**src/rtl/ram_arbiter_rr_if.sv**
```systemverilog
// rtl/ram_arbiter_rr_if.sv - requester, response and RAM-side signals of the round-robin RAM arbiter
interface ram_arbiter_rr_if #(
   parameter int DATA_WIDTH = 8,
   parameter int ADDR_WIDTH = 8
);
   logic                  req0;
   logic                  we0;
   logic                  lock0;
   logic [ADDR_WIDTH-1:0] addr0;
   logic [DATA_WIDTH-1:0] wdata0;
   logic                  ack0;
   logic                  rvalid0;
   logic [DATA_WIDTH-1:0] rdata0;

   logic                  req1;
   logic                  we1;
   logic                  lock1;
   logic [ADDR_WIDTH-1:0] addr1;
   logic [DATA_WIDTH-1:0] wdata1;
   logic                  ack1;
   logic                  rvalid1;
   logic [DATA_WIDTH-1:0] rdata1;

   logic                  ram_we;
   logic [ADDR_WIDTH-1:0] ram_addr;
   logic [DATA_WIDTH-1:0] ram_wdata;
   logic [DATA_WIDTH-1:0] ram_rdata;
   logic                  owner;

   // master: requesters plus the RAM's read port; slave: the arbiter
   modport master (
      output req0, we0, lock0, addr0, wdata0,
      output req1, we1, lock1, addr1, wdata1,
      output ram_rdata,
      input  ack0, rvalid0, rdata0,
      input  ack1, rvalid1, rdata1,
      input  ram_we, ram_addr, ram_wdata, owner
   );

   modport slave (
      input  req0, we0, lock0, addr0, wdata0,
      input  req1, we1, lock1, addr1, wdata1,
      input  ram_rdata,
      output ack0, rvalid0, rdata0,
      output ack1, rvalid1, rdata1,
      output ram_we, ram_addr, ram_wdata, owner
   );
endinterface

```
**src/rtl/ram_arbiter_rr.sv**
```systemverilog
// rtl/ram_arbiter_rr.sv - two-requester round-robin arbiter and sequencer for a single-port RAM
module ram_arbiter_rr #(
   parameter int DATA_WIDTH = 8,
   parameter int ADDR_WIDTH = 8,
   parameter int MAX_BURST  = 16
) (
   input  logic            clk,
   input  logic            rst,
   ram_arbiter_rr_if.slave bus
);
   localparam int CW = $clog2(MAX_BURST + 1);

   typedef enum logic {IDLE, LOCKED} state_t;

   state_t                state, state_nx;
   logic                  prio, prio_nx;
   logic                  owner_q, owner_nx;
   logic [CW-1:0]         cnt, cnt_nx;

   logic                  grant_any;
   logic                  grant_id;
   logic                  sel_we;
   logic [ADDR_WIDTH-1:0] sel_addr;
   logic [DATA_WIDTH-1:0] sel_wdata;

   logic                  ram_we_q;
   logic [ADDR_WIDTH-1:0] ram_addr_q;
   logic [DATA_WIDTH-1:0] ram_wdata_q;
   logic                  rd_pend;
   logic                  rd_tag;
   logic                  rvalid0_q, rvalid1_q;
   logic [DATA_WIDTH-1:0] rdata0_q, rdata1_q;

   // Grant depends only on req, state, prio and owner; the lock of the
   // granted beat then steers the next state.
   always_comb begin
      grant_any = 1'b0;
      grant_id  = owner_q;
      state_nx  = state;
      prio_nx   = prio;
      owner_nx  = owner_q;
      cnt_nx    = cnt;
      case (state)
         IDLE: begin
            if (bus.req0 && bus.req1) begin
               grant_any = 1'b1;
               grant_id  = prio;
            end else if (bus.req0) begin
               grant_any = 1'b1;
               grant_id  = 1'b0;
            end else if (bus.req1) begin
               grant_any = 1'b1;
               grant_id  = 1'b1;
            end
            if (grant_any) begin
               owner_nx = grant_id;
               if (grant_id ? bus.lock1 : bus.lock0) begin
                  state_nx = LOCKED;
                  cnt_nx   = CW'(1);
               end else begin
                  prio_nx = ~grant_id;
               end
            end
         end
         LOCKED: begin
            if (owner_q ? bus.req1 : bus.req0) begin
               grant_any = 1'b1;
               grant_id  = owner_q;
               cnt_nx    = cnt + CW'(1);
               if (!(owner_q ? bus.lock1 : bus.lock0) || cnt_nx == CW'(MAX_BURST)) begin
                  state_nx = IDLE;
                  prio_nx  = ~owner_q;
                  cnt_nx   = '0;
               end
            end else begin
               // owner let go without a beat: release and hand priority over
               state_nx = IDLE;
               prio_nx  = ~owner_q;
               cnt_nx   = '0;
            end
         end
         default: begin
            state_nx = IDLE;
         end
      endcase
      if (rst) begin
         grant_any = 1'b0;
      end
   end

   always_comb begin
      sel_we    = grant_id ? bus.we1    : bus.we0;
      sel_addr  = grant_id ? bus.addr1  : bus.addr0;
      sel_wdata = grant_id ? bus.wdata1 : bus.wdata0;
   end

   always_ff @(posedge clk or posedge rst) begin
      if (rst) begin
         state   <= IDLE;
         prio    <= 1'b0;
         owner_q <= 1'b0;
         cnt     <= '0;
      end else begin
         state   <= state_nx;
         prio    <= prio_nx;
         owner_q <= owner_nx;
         cnt     <= cnt_nx;
      end
   end

   // Command stage drives the RAM; the read stage samples its combinational
   // output one cycle later and returns it to the tagged requester.
   always_ff @(posedge clk or posedge rst) begin
      if (rst) begin
         ram_we_q    <= 1'b0;
         ram_addr_q  <= '0;
         ram_wdata_q <= '0;
         rd_pend     <= 1'b0;
         rd_tag      <= 1'b0;
         rvalid0_q   <= 1'b0;
         rvalid1_q   <= 1'b0;
         rdata0_q    <= '0;
         rdata1_q    <= '0;
      end else begin
         ram_we_q <= grant_any & sel_we;
         if (grant_any) begin
            ram_addr_q  <= sel_addr;
            ram_wdata_q <= sel_wdata;
         end
         rd_pend   <= grant_any & ~sel_we;
         rd_tag    <= grant_id;
         rvalid0_q <= rd_pend & ~rd_tag;
         rvalid1_q <= rd_pend & rd_tag;
         if (rd_pend && !rd_tag) begin
            rdata0_q <= bus.ram_rdata;
         end
         if (rd_pend && rd_tag) begin
            rdata1_q <= bus.ram_rdata;
         end
      end
   end

   assign bus.ack0      = grant_any & ~grant_id;
   assign bus.ack1      = grant_any & grant_id;
   assign bus.ram_we    = ram_we_q;
   assign bus.ram_addr  = ram_addr_q;
   assign bus.ram_wdata = ram_wdata_q;
   assign bus.rvalid0   = rvalid0_q;
   assign bus.rvalid1   = rvalid1_q;
   assign bus.rdata0    = rdata0_q;
   assign bus.rdata1    = rdata1_q;
   assign bus.owner     = owner_q;
endmodule

```
**src/flat_wrapper.sv**
```systemverilog
// flat-port wrapper written by rule: the top's interface ports become plain ports
module ram_arbiter_rr_flat 
#(
   parameter int DATA_WIDTH = 8,
   parameter int ADDR_WIDTH = 8,
   parameter int MAX_BURST  = 16
)
  (clk, rst, bus_req0, bus_we0, bus_lock0, bus_addr0, bus_wdata0, bus_req1, bus_we1, bus_lock1, bus_addr1, bus_wdata1, bus_ram_rdata, bus_ack0, bus_rvalid0, bus_rdata0, bus_ack1, bus_rvalid1, bus_rdata1, bus_ram_we, bus_ram_addr, bus_ram_wdata, bus_owner);
  ram_arbiter_rr_if #(.DATA_WIDTH(DATA_WIDTH), .ADDR_WIDTH(ADDR_WIDTH)) bus_i ();
  input  logic clk;
  input  logic rst;
  input wire logic [$bits(bus_i.req0)-1:0] bus_req0;
  input wire logic [$bits(bus_i.we0)-1:0] bus_we0;
  input wire logic [$bits(bus_i.lock0)-1:0] bus_lock0;
  input wire logic [$bits(bus_i.addr0)-1:0] bus_addr0;
  input wire logic [$bits(bus_i.wdata0)-1:0] bus_wdata0;
  input wire logic [$bits(bus_i.req1)-1:0] bus_req1;
  input wire logic [$bits(bus_i.we1)-1:0] bus_we1;
  input wire logic [$bits(bus_i.lock1)-1:0] bus_lock1;
  input wire logic [$bits(bus_i.addr1)-1:0] bus_addr1;
  input wire logic [$bits(bus_i.wdata1)-1:0] bus_wdata1;
  input wire logic [$bits(bus_i.ram_rdata)-1:0] bus_ram_rdata;
  output wire logic [$bits(bus_i.ack0)-1:0] bus_ack0;
  output wire logic [$bits(bus_i.rvalid0)-1:0] bus_rvalid0;
  output wire logic [$bits(bus_i.rdata0)-1:0] bus_rdata0;
  output wire logic [$bits(bus_i.ack1)-1:0] bus_ack1;
  output wire logic [$bits(bus_i.rvalid1)-1:0] bus_rvalid1;
  output wire logic [$bits(bus_i.rdata1)-1:0] bus_rdata1;
  output wire logic [$bits(bus_i.ram_we)-1:0] bus_ram_we;
  output wire logic [$bits(bus_i.ram_addr)-1:0] bus_ram_addr;
  output wire logic [$bits(bus_i.ram_wdata)-1:0] bus_ram_wdata;
  output wire logic [$bits(bus_i.owner)-1:0] bus_owner;
  assign bus_i.req0 = bus_req0;
  assign bus_i.we0 = bus_we0;
  assign bus_i.lock0 = bus_lock0;
  assign bus_i.addr0 = bus_addr0;
  assign bus_i.wdata0 = bus_wdata0;
  assign bus_i.req1 = bus_req1;
  assign bus_i.we1 = bus_we1;
  assign bus_i.lock1 = bus_lock1;
  assign bus_i.addr1 = bus_addr1;
  assign bus_i.wdata1 = bus_wdata1;
  assign bus_i.ram_rdata = bus_ram_rdata;
  assign bus_ack0 = bus_i.ack0;
  assign bus_rvalid0 = bus_i.rvalid0;
  assign bus_rdata0 = bus_i.rdata0;
  assign bus_ack1 = bus_i.ack1;
  assign bus_rvalid1 = bus_i.rvalid1;
  assign bus_rdata1 = bus_i.rdata1;
  assign bus_ram_we = bus_i.ram_we;
  assign bus_ram_addr = bus_i.ram_addr;
  assign bus_ram_wdata = bus_i.ram_wdata;
  assign bus_owner = bus_i.owner;
  ram_arbiter_rr #(.DATA_WIDTH(DATA_WIDTH), .ADDR_WIDTH(ADDR_WIDTH), .MAX_BURST(MAX_BURST)) u_core (.clk(clk), .rst(rst), .bus(bus_i));
endmodule
```
**config.mk**
```make
export PLATFORM = sky130hd
export DESIGN_NAME = ram_arbiter_rr_flat
export DESIGN_NICKNAME = d
export VERILOG_FILES = /design/src/rtl/ram_arbiter_rr_if.sv /design/src/rtl/ram_arbiter_rr.sv /design/src/flat_wrapper.sv
export SDC_FILE = /design/constraint.sdc
export NUM_CORES = 1
export LEC_CHECK = 0
export BUFFER_PORTS_ARGS = -buffer_cell sky130_fd_sc_hd__buf_4
export CORE_ASPECT_RATIO = 1.75
export CORE_UTILIZATION = 28
export CTS_BUF_LIST = sky130_fd_sc_hd__clkbuf_16
export CTS_CLUSTER_DIAMETER = 200
export DETAILED_ROUTE_END_ITERATION = 8
export RECOVER_POWER = 100
export SLEW_MARGIN = 20
export SYNTH_ARGS = -nofsm -noshare
export SYNTH_HDL_FRONTEND = slang
export SYNTH_SLANG_ARGS = --single-unit
```
**constraint.sdc**
```tcl
create_clock -name clk -period 2.6 [get_ports clk]
set_input_delay 0.39 -clock clk [delete_from_list [all_inputs] [get_ports clk]]
set_output_delay 0.39 -clock clk [all_outputs]
set_load 0.005 [all_outputs]
```
Yosys cells after proc, flatten, opt, wreduce, memory -nomap -nowiden
Cells that the tools add are included.
{ "word_totals": {"regBits": 45, "in_bits": 48, "out_inout_bits": 38, "wordCells": 73} }
{ "classes": {"add_sub_neg": 1, "eq_ne": 5, "muxes": 33, "bitwise": 12, "reduce_logical": 9} }
{ "op_table": {"columns": ["cell", "count"], "rows": [
  ["$mux W1", 22],
  ["$mux W5", 4],
  ["$mux W8", 2],
  ["$pmux W5 S2", 1],
  ["$pmux W1 S2", 4],
  ["$and A1 B1 Y1", 6],
  ["$not A1 Y1", 6],
  ["$add A5 B1 Y5 const B", 1],
  ["$eq A5 B5 Y1 const B", 1],
  ["$ne A2 B1 Y1 const B", 2],
  ["$reduce_and A2 Y1", 2],
  ["$logic_and A1 B1 Y1", 3],
  ["$ne A3 B3 Y1 const B", 1],
  ["$reduce_and A3 Y1", 1],
  ["$logic_not A1 Y1", 2],
  ["$ne A2 B2 Y1 const B", 1],
  ["$logic_or A1 B1 Y1", 1]
]} }

Longest topological paths before layout
Gate-level depths: netlist of the first run.
{ "depth": {"word_depth": 8, "ltp_mapped": 7, "mapped_depth_nobuf": 5} }

Least setup slack after synthesis of the first run
OpenSTA, ideal clock, no wires.
{ "synth_timing": {"path_type": "register to output", "from": "reg u_core.owner_q (netlist: u_core.bus.owner)", "to": "out bus_ack0", "t_arrival_ns": 1.264, "required_ns": 2.210, "setup_slack_ns": 0.946, "path_stages_with_launch": 7, "path_buffers": 2, "path_cell_list": "dfrtp_1 nand2_1 a21oi_1 or3_1 buf_6 buf_6 nor2_1"} }
{ "synth_between": {"elab_chain_len": 7} }
{ "synth_lines": {"columns": ["element", "line_no", "text"], "rows": [
  ["from (decl)", "ram_arbiter_rr.sv:17", "logic owner_q, owner_nx;"],
  ["from (signal assigned)", "ram_arbiter_rr.sv:106", "owner_q <= owner_nx;"],
  ["$mux W1", "ram_arbiter_rr.sv:51", "end else if (bus.req1) begin"],
  ["$mux W1", "ram_arbiter_rr.sv:48", "end else if (bus.req0) begin"],
  ["$mux W1", "ram_arbiter_rr.sv:45", "if (bus.req0 && bus.req1) begin"],
  ["$mux W1", "ram_arbiter_rr.sv:43", "case (state)"],
  ["$pmux W1 S2", "ram_arbiter_rr.sv:43", null],
  ["$not A1 Y1", "ram_arbiter_rr.sv:143", "assign bus.ack0 = grant_any & ~grant_id;"],
  ["$and A1 B1 Y1 (*)", "ram_arbiter_rr.sv:143", null],
  ["to (decl)", "flat_wrapper.sv:23", "output wire logic [$bits(bus_i.ack0)-1:0] bus_ack0;"]
]} }
Every way passes the cells marked *; elsewhere a longest branch is shown, timed or not. The select of a mux whose other input is x is not followed.

Worst setup path in the final report of the first run
{ "layout_timing": {"from": "reg u_core.prio", "to": "out bus_ack0"} }
{ "layout_between": {"elab_chain_len": 5} }
{ "layout_lines": {"columns": ["element", "line_no", "text"], "rows": [
  ["from (decl)", "ram_arbiter_rr.sv:16", "logic prio, prio_nx;"],
  ["from (signal assigned)", "ram_arbiter_rr.sv:105", "prio <= prio_nx;"],
  ["$mux W1", "ram_arbiter_rr.sv:45", null],
  ["$mux W1", "ram_arbiter_rr.sv:43", null],
  ["$pmux W1 S2", "ram_arbiter_rr.sv:43", null],
  ["named net u_core.grant_id", "ram_arbiter_rr.sv:21", "logic grant_id;"],
  ["$not A1 Y1", "ram_arbiter_rr.sv:143", null],
  ["$and A1 B1 Y1", "ram_arbiter_rr.sv:143", null]
]} }
The timed path passes the listed nets, and every way through them passes these cells. The select of a mux whose other input is x is not followed.

==> results of run 1 <==
==> sequential cells by signal, summed over array words and instances (netlist names) <==
signal	count
u_core.bus.owner	1
u_core.bus.ram_addr	8
u_core.bus.ram_wdata	8
u_core.bus.ram_we	1
u_core.bus.rdata0	8
u_core.bus.rdata1	8
u_core.bus.rvalid0	1
u_core.bus.rvalid1	1
u_core.cnt	5
u_core.prio	1
u_core.rd_pend	1
u_core.rd_tag	1
u_core.state	1
==> area by class of cell <==
type | count | area share
clock buffer | 5 | 0.04359
clock inverter | 3 | 0.01308
inverter | 6 | 0.01003
multi-input combinational | 112 | 0.2851
sequential | 45 | 0.3923
tap | 86 | 0.03749
timing repair buffer | 88 | 0.2184
==> metrics by stage <==
| stage | total power [mW] | instances | setup WS, ns |
|---|---|---|---|
| after floorplan | 1.754 | 170 | 0.9456 |
| after global placement | 2.271 | 337 | 0.8156 |
| after detailed placement | 2.294 | 337 | 0.7745 |
| after CTS | 3.007 | 345 | 0.5265 |
| after global routing | 3.079 | 345 | 0.2210 |
| final | 2.851 | 345 | 0.3688 |
==> logic make-up (layout without fill, tap and decap cells) <==
logic type / Yosys count / after routing / synth area share
xor+xnor: 2 / 2 / 0.008481
fa+ha+maj: 1 / 1 / 0.006056
buf+inv: 13 / 102 / 0.04845
mux: 33 / 33 / 0.1696
simple gates: 41 / 41 / 0.09146
compound gates: 35 / 35 / 0.1308
flops: 45 / 45 / 0.5451
==> final timing paths <==
path                                         from                endpoint  slack, ns  depth (start not counted)
setup reg to reg                      u_core.prio          u_core.rd_pend       0.44                          5
setup / recovery                      u_core.prio                bus_ack0       0.37                          5
hold / removal                   bus_ram_rdata[7]    u_core.bus.rdata1[7]       0.35                          2
hold reg to reg            u_core.bus.ram_addr[3]  u_core.bus.ram_addr[3]       0.48                          2
min in group asynchronous                     rst           u_core.cnt[0]       0.66                          2
max in group asynchronous                     rst           u_core.cnt[2]       0.96                          2
==> worst max-delay path: cells and delay by family (launching register included) <==
family | cells | cell delay, ns
simple gates | 2 | 0.31
compound gates | 1 | 0.69
buf+inv | 2 | 0.15
flops | 1 | 0.41
==> cell usage in the layout, fill, tap and decap left out, drive strengths merged, types with 4 or more instances in the layout <==
cell type / n
buf: 49
dfrtp: 45
clkbuf: 44
nand2: 24
mux2i: 17
o21ai: 17
mux2: 16
inv: 6
a31oi: 5
a21oi: 4
==> power by group <==
part	total [mW]	leakage, nW	internal [mW]	switching (mW)
clock	0.693	0.0826	0.446	0.246
combinational	1.02	0.760	0.581	0.438
sequential	1.14	0.554	0.978	0.161
==> per-layer routing <==
metal  global-route usage  up-vias  wire length [um]
li1                     -      771                 -
met1               0.1280      765              1613
met2               0.2162       58              2413
met3              0.02756        4               219
met4              0.05106        0                44
met5                    0        -                 0
==> impl_metrics.json, run 1 <==
{
  "crit_path_max_incr_delay_ns": 0.69,
  "root_buffer": "clkbuf_16",
  "criticalPathCategory": "register to output pin",
  "die_h_um": 115.6,
  "synth-async-reset-ratio": 1.000,
  "clock_path_buffers": 2,
  "syn_to_final_growth_pct": 38.95,
  "fin_nets": 307,
  "stdcell_area_um2": 2870,
  "holdWs_ns": 0.3490,
  "fill_cells": 743,
  "vias_per_cell": 4.632,
  "io_buffers": 85,
  "core_region_area_um2": 7182,
  "cts.clk_slew.worst_paths_ns": 0.06,
  "die_area_um2": 7739,
  "hold_buffers": 0,
  "cts_sinks": 45,
  "grt_pass1_wl_um": 6906,
  "seq_area_frac_synth": 0.5451,
  "finish.utilization": 0.3997,
  "wirelength_um": 4291,
  "post-cts-setup-buffers": 0,
  "num_vias": 1598,
  "netlist_area_um2": 2066,
  "cts_tree": "yes",
  "post_synth_num_cell_types": 33,
  "multi_input_area_um2": 818.3,
  "cts_max_level": 2,
  "wl_per_cell_um": 12.44,
  "skew_ns": 0.004967,
  "ir_worst_vdd_mv": 0.3647,
  "synth_top_area_frac": 0.5451,
  "cp.arrival_ns": 1.84,
  "synth_top_area_cell": "dfrtp_1",
  "worstMarginPinSlew_ns": 1.695,
  "netlist_top_cells_count": "45 x dfrtp_1, 24 x nand2_1, 17 x mux2i_1",
  "synth_most_common_cell": "dfrtp_1",
  "syn_area_per_cell_um2": 12.15,
  "yosys_warnings": 0,
  "crit_chain": "nand2b_1, a31oi_1, inv_6, nor2_1, buf_4",
  "drt_iter0_markers": 57,
  "die_w_um": 66.93,
  "row_count": 41,
  "gp_congestion": 0.7288,
  "cts_resized": 0,
  "status": "finished with violations",
  "end_kind": "output pin",
  "dp_hpwl_um": 3240,
  "regArea_um2": 1126,
  "overflow": 0,
  "cp_slowest_cell": "a31oi_1",
  "synth_edf_count": 0,
  "rsz0062_at_grt": "false",
  "num_antenna_cells": 0,
  "clkLatencyLatePin_ns": 0.28,
  "synthFlopType": "dfrtp_1",
  "violations": "capacitance limit, slew limit",
  "numCtsBuffers": 5,
  "drive_gt1_frac": 0.4402,
  "finalHoldViolations": 0,
  "hp-class": "input pin to register",
  "path_max_fanout": 6,
  "power.density_nw_per_um2": 993.1,
  "placed_area_um2": 2778,
  "synthCells": 170,
  "final_antenna_net_count": 0,
  "setup_viol": 0,
  "drtPass1Iterations": 5,
  "drc": 0,
  "timing.fmax_mhz": 448.2,
  "finalSetupTns_ns": 0,
  "syn_nets": 219,
  "start_util": 0.2876,
  "leakage_nw": 1.396,
  "io_pins": 86,
  "final-max-slew-violation-count": 46,
  "relSlewSlack": -0.1311,
  "ys_ff_latch": 45,
  "period_share": 0.8582,
  "synth.area.top_cells": "dfrtp_1 55%, mux2_2 8.7%, mux2i_1 8.2%",
  "fin_crit_ns": 2.231,
  "crit_path_start_kind": "register",
  "grtUsageTotal": 0.1192,
  "cap_violations": 1,
  "antenna_found_initial": 0,
  "required_ns": 2.21,
  "grt_max_degree": 46,
  "grt_pass1_vias": 1516
}
Note: power is estimated with default switching activity, not from simulation.
==> run 2, diff against run 1 <==
==> constraint.sdc (replaced) <==
create_clock -name clk -period 2.6 [get_ports clk]
set_input_delay 0.39 -clock clk [delete_from_list [all_inputs] [get_ports clk]]
set_output_delay 0.39 -clock clk [all_outputs]
set_load 0.1 [all_outputs]
==> run 2 against run 1 <==
The run still ends with capacitance limit, slew limit left. Setup slack worse by 0.056 ns. Non-clock buffer count rose by 1. Cell area decreased by 2.7%. Fmax down 2.4%. Sequential share of layout area is 1.1 points higher.
==> impl_metrics.json, run 2 (synthesis gave the netlist of run 1 again) <==
{
  "grt_pass1_wl_um": 7031,
  "cp.arrival_ns": 1.90,
  "final-max-slew-violation-count": 46,
  "clock_path_buffers": 2,
  "die_area_um2": 7739,
  "cp-endpoint": "bus_ack0",
  "period_share": 0.8796,
  "num_antenna_cells": 0,
  "io_buffers": 85,
  "fill_cells": 764,
  "wl_per_cell_um": 12.40,
  "die_w_um": 66.93,
  "root_buffer": "clkbuf_16",
  "crit_buf_inv": 1,
  "rr_startpoint": "u_core.bus.owner",
  "grt_max_degree": 46,
  "io_pins": 86,
  "die_h_um": 115.6,
  "cts.clk_slew.worst_paths_ns": 0.06,
  "relSlewSlack": -0.1351,
  "criticalPathCategory": "register to output pin",
  "gp_congestion": 0.7028,
  "rsz0062_at_grt": "false",
  "finalHoldViolations": 0,
  "regArea_um2": 1126,
  "num_vias": 1574,
  "finish.utilization": 0.3889,
  "fin_nets": 308,
  "drt_iter0_markers": 90,
  "stdcell_area_um2": 2793,
  "cts_resized": 0,
  "cts_max_level": 2,
  "crit_path_max_incr_delay_ns": 0.46,
  "required_ns": 2.21,
  "fin_crit_ns": 2.287,
  "overflow": 0,
  "drive_gt1_frac": 0.3591,
  "hold_buffers": 0,
  "cap_violations": 1,
  "path_depth": 5,
  "numCtsBuffers": 5,
  "core_region_area_um2": 7182,
  "hp-class": "input pin to register",
  "syn_to_final_growth_pct": 35.19,
  "reg2reg_slack_ns": 0.72,
  "cts_tree": "yes",
  "vias_per_cell": 4.562,
  "row_count": 41,
  "start_util": 0.2876,
  "dp_hpwl_um": 3284,
  "final_antenna_net_count": 0,
  "end_kind": "output pin",
  "grtUsageTotal": 0.1212,
  "path_max_fanout": 6,
  "skew_ns": 0.004455,
  "status": "finished with violations",
  "crit_path_start_kind": "register",
  "wirelength_um": 4278,
  "final_cell_mix": "49 x buf_4, 45 x dfrtp_1, 38 x clkbuf_1",
  "crit_chain": "nand2_1, a21oi_1, or3_1, nor2_2, clkbuf_2",
  "ff2ff_path_depth": 5,
  "placed_area_um2": 2790,
  "drtPass1Iterations": 4,
  "clkLatencyLatePin_ns": 0.28,
  "post-cts-setup-buffers": 0,
  "worstMarginPinSlew_ns": 1.701,
  "reg2reg_to": "u_core.prio",
  "drc": 0,
  "violations": "capacitance limit, slew limit",
  "cts_sinks": 45,
  "cp_slowest_cell": "clkbuf_2",
  "multi_input_area_um2": 849.6,
  "startpoint": "u_core.bus.owner",
  "setup_viol": 0,
  "grt_pass1_vias": 1515,
  "layout_commonest_cell": "buf_4",
  "cp_top_family": "simple AND/OR/NAND/NOR gates",
  "antenna_found_initial": 0,
  "timing.fmax_mhz": 437.3
}
## run 2: changes by cell type in the layout (fill, tap and decap cells not counted), sizes merged
cell	before	now
clkbuf	44	45
inv	6	5
## run 2: cell type report
class / instances / share of cell area
Multi-Input combinational cell: 112 / 0.3042
Tap cell: 86 / 0.03853
Inverter: 6 / 0.01030
Clock inverter: 2 / 0.01254
Sequential cell: 45 / 0.4032
Clock buffer: 5 / 0.04480
Timing Repair Buffer: 89 / 0.1864
## run 2: worst min path at each step
stage                             from                       to  slack [ns]  cells after the start
2_1_floorplan            u_core.cnt[2]            u_core.cnt[2]        0.46                      1
3_3_place_gp   u_core.bus.ram_wdata[2]  u_core.bus.ram_wdata[2]        0.47                      2
3_5_place_dp   u_core.bus.ram_wdata[7]  u_core.bus.ram_wdata[7]        0.47                      2
4_1_cts               bus_ram_rdata[3]     u_core.bus.rdata1[3]        0.35                      2
5_1_grt               bus_ram_rdata[3]     u_core.bus.rdata0[3]        0.35                      2
6_report              bus_ram_rdata[3]     u_core.bus.rdata1[3]        0.35                      2
## run 2: metrics by stage
stage	setup slack, ns	instances	hold WS (ns)	TNS (ns)
global route	0.2180	345	0.3474	0
floorplan	-0.2203	170	0.4636	-0.4405
detailed placement	0.7677	338	0.4715	0
CTS	0.4714	345	0.3470	0
finish	0.3131	345	0.3530	0
global placement	0.7712	338	0.4671	0
## run 2: metal layers
metal | routed length, um | track usage | up-vias
met1 | 1604 | 0.1355 | 739
met5 | 0 | 0 | -
met3 | 249 | 0.03346 | 4
met2 | 2382 | 0.2128 | 59
met4 | 42 | 0.04681 | 0
li1 | - | - | 772
Power of run 2 is left out: the tool's default activity adds up to more than one toggle a clock period on the data nets, which glitch-free logic cannot reach.
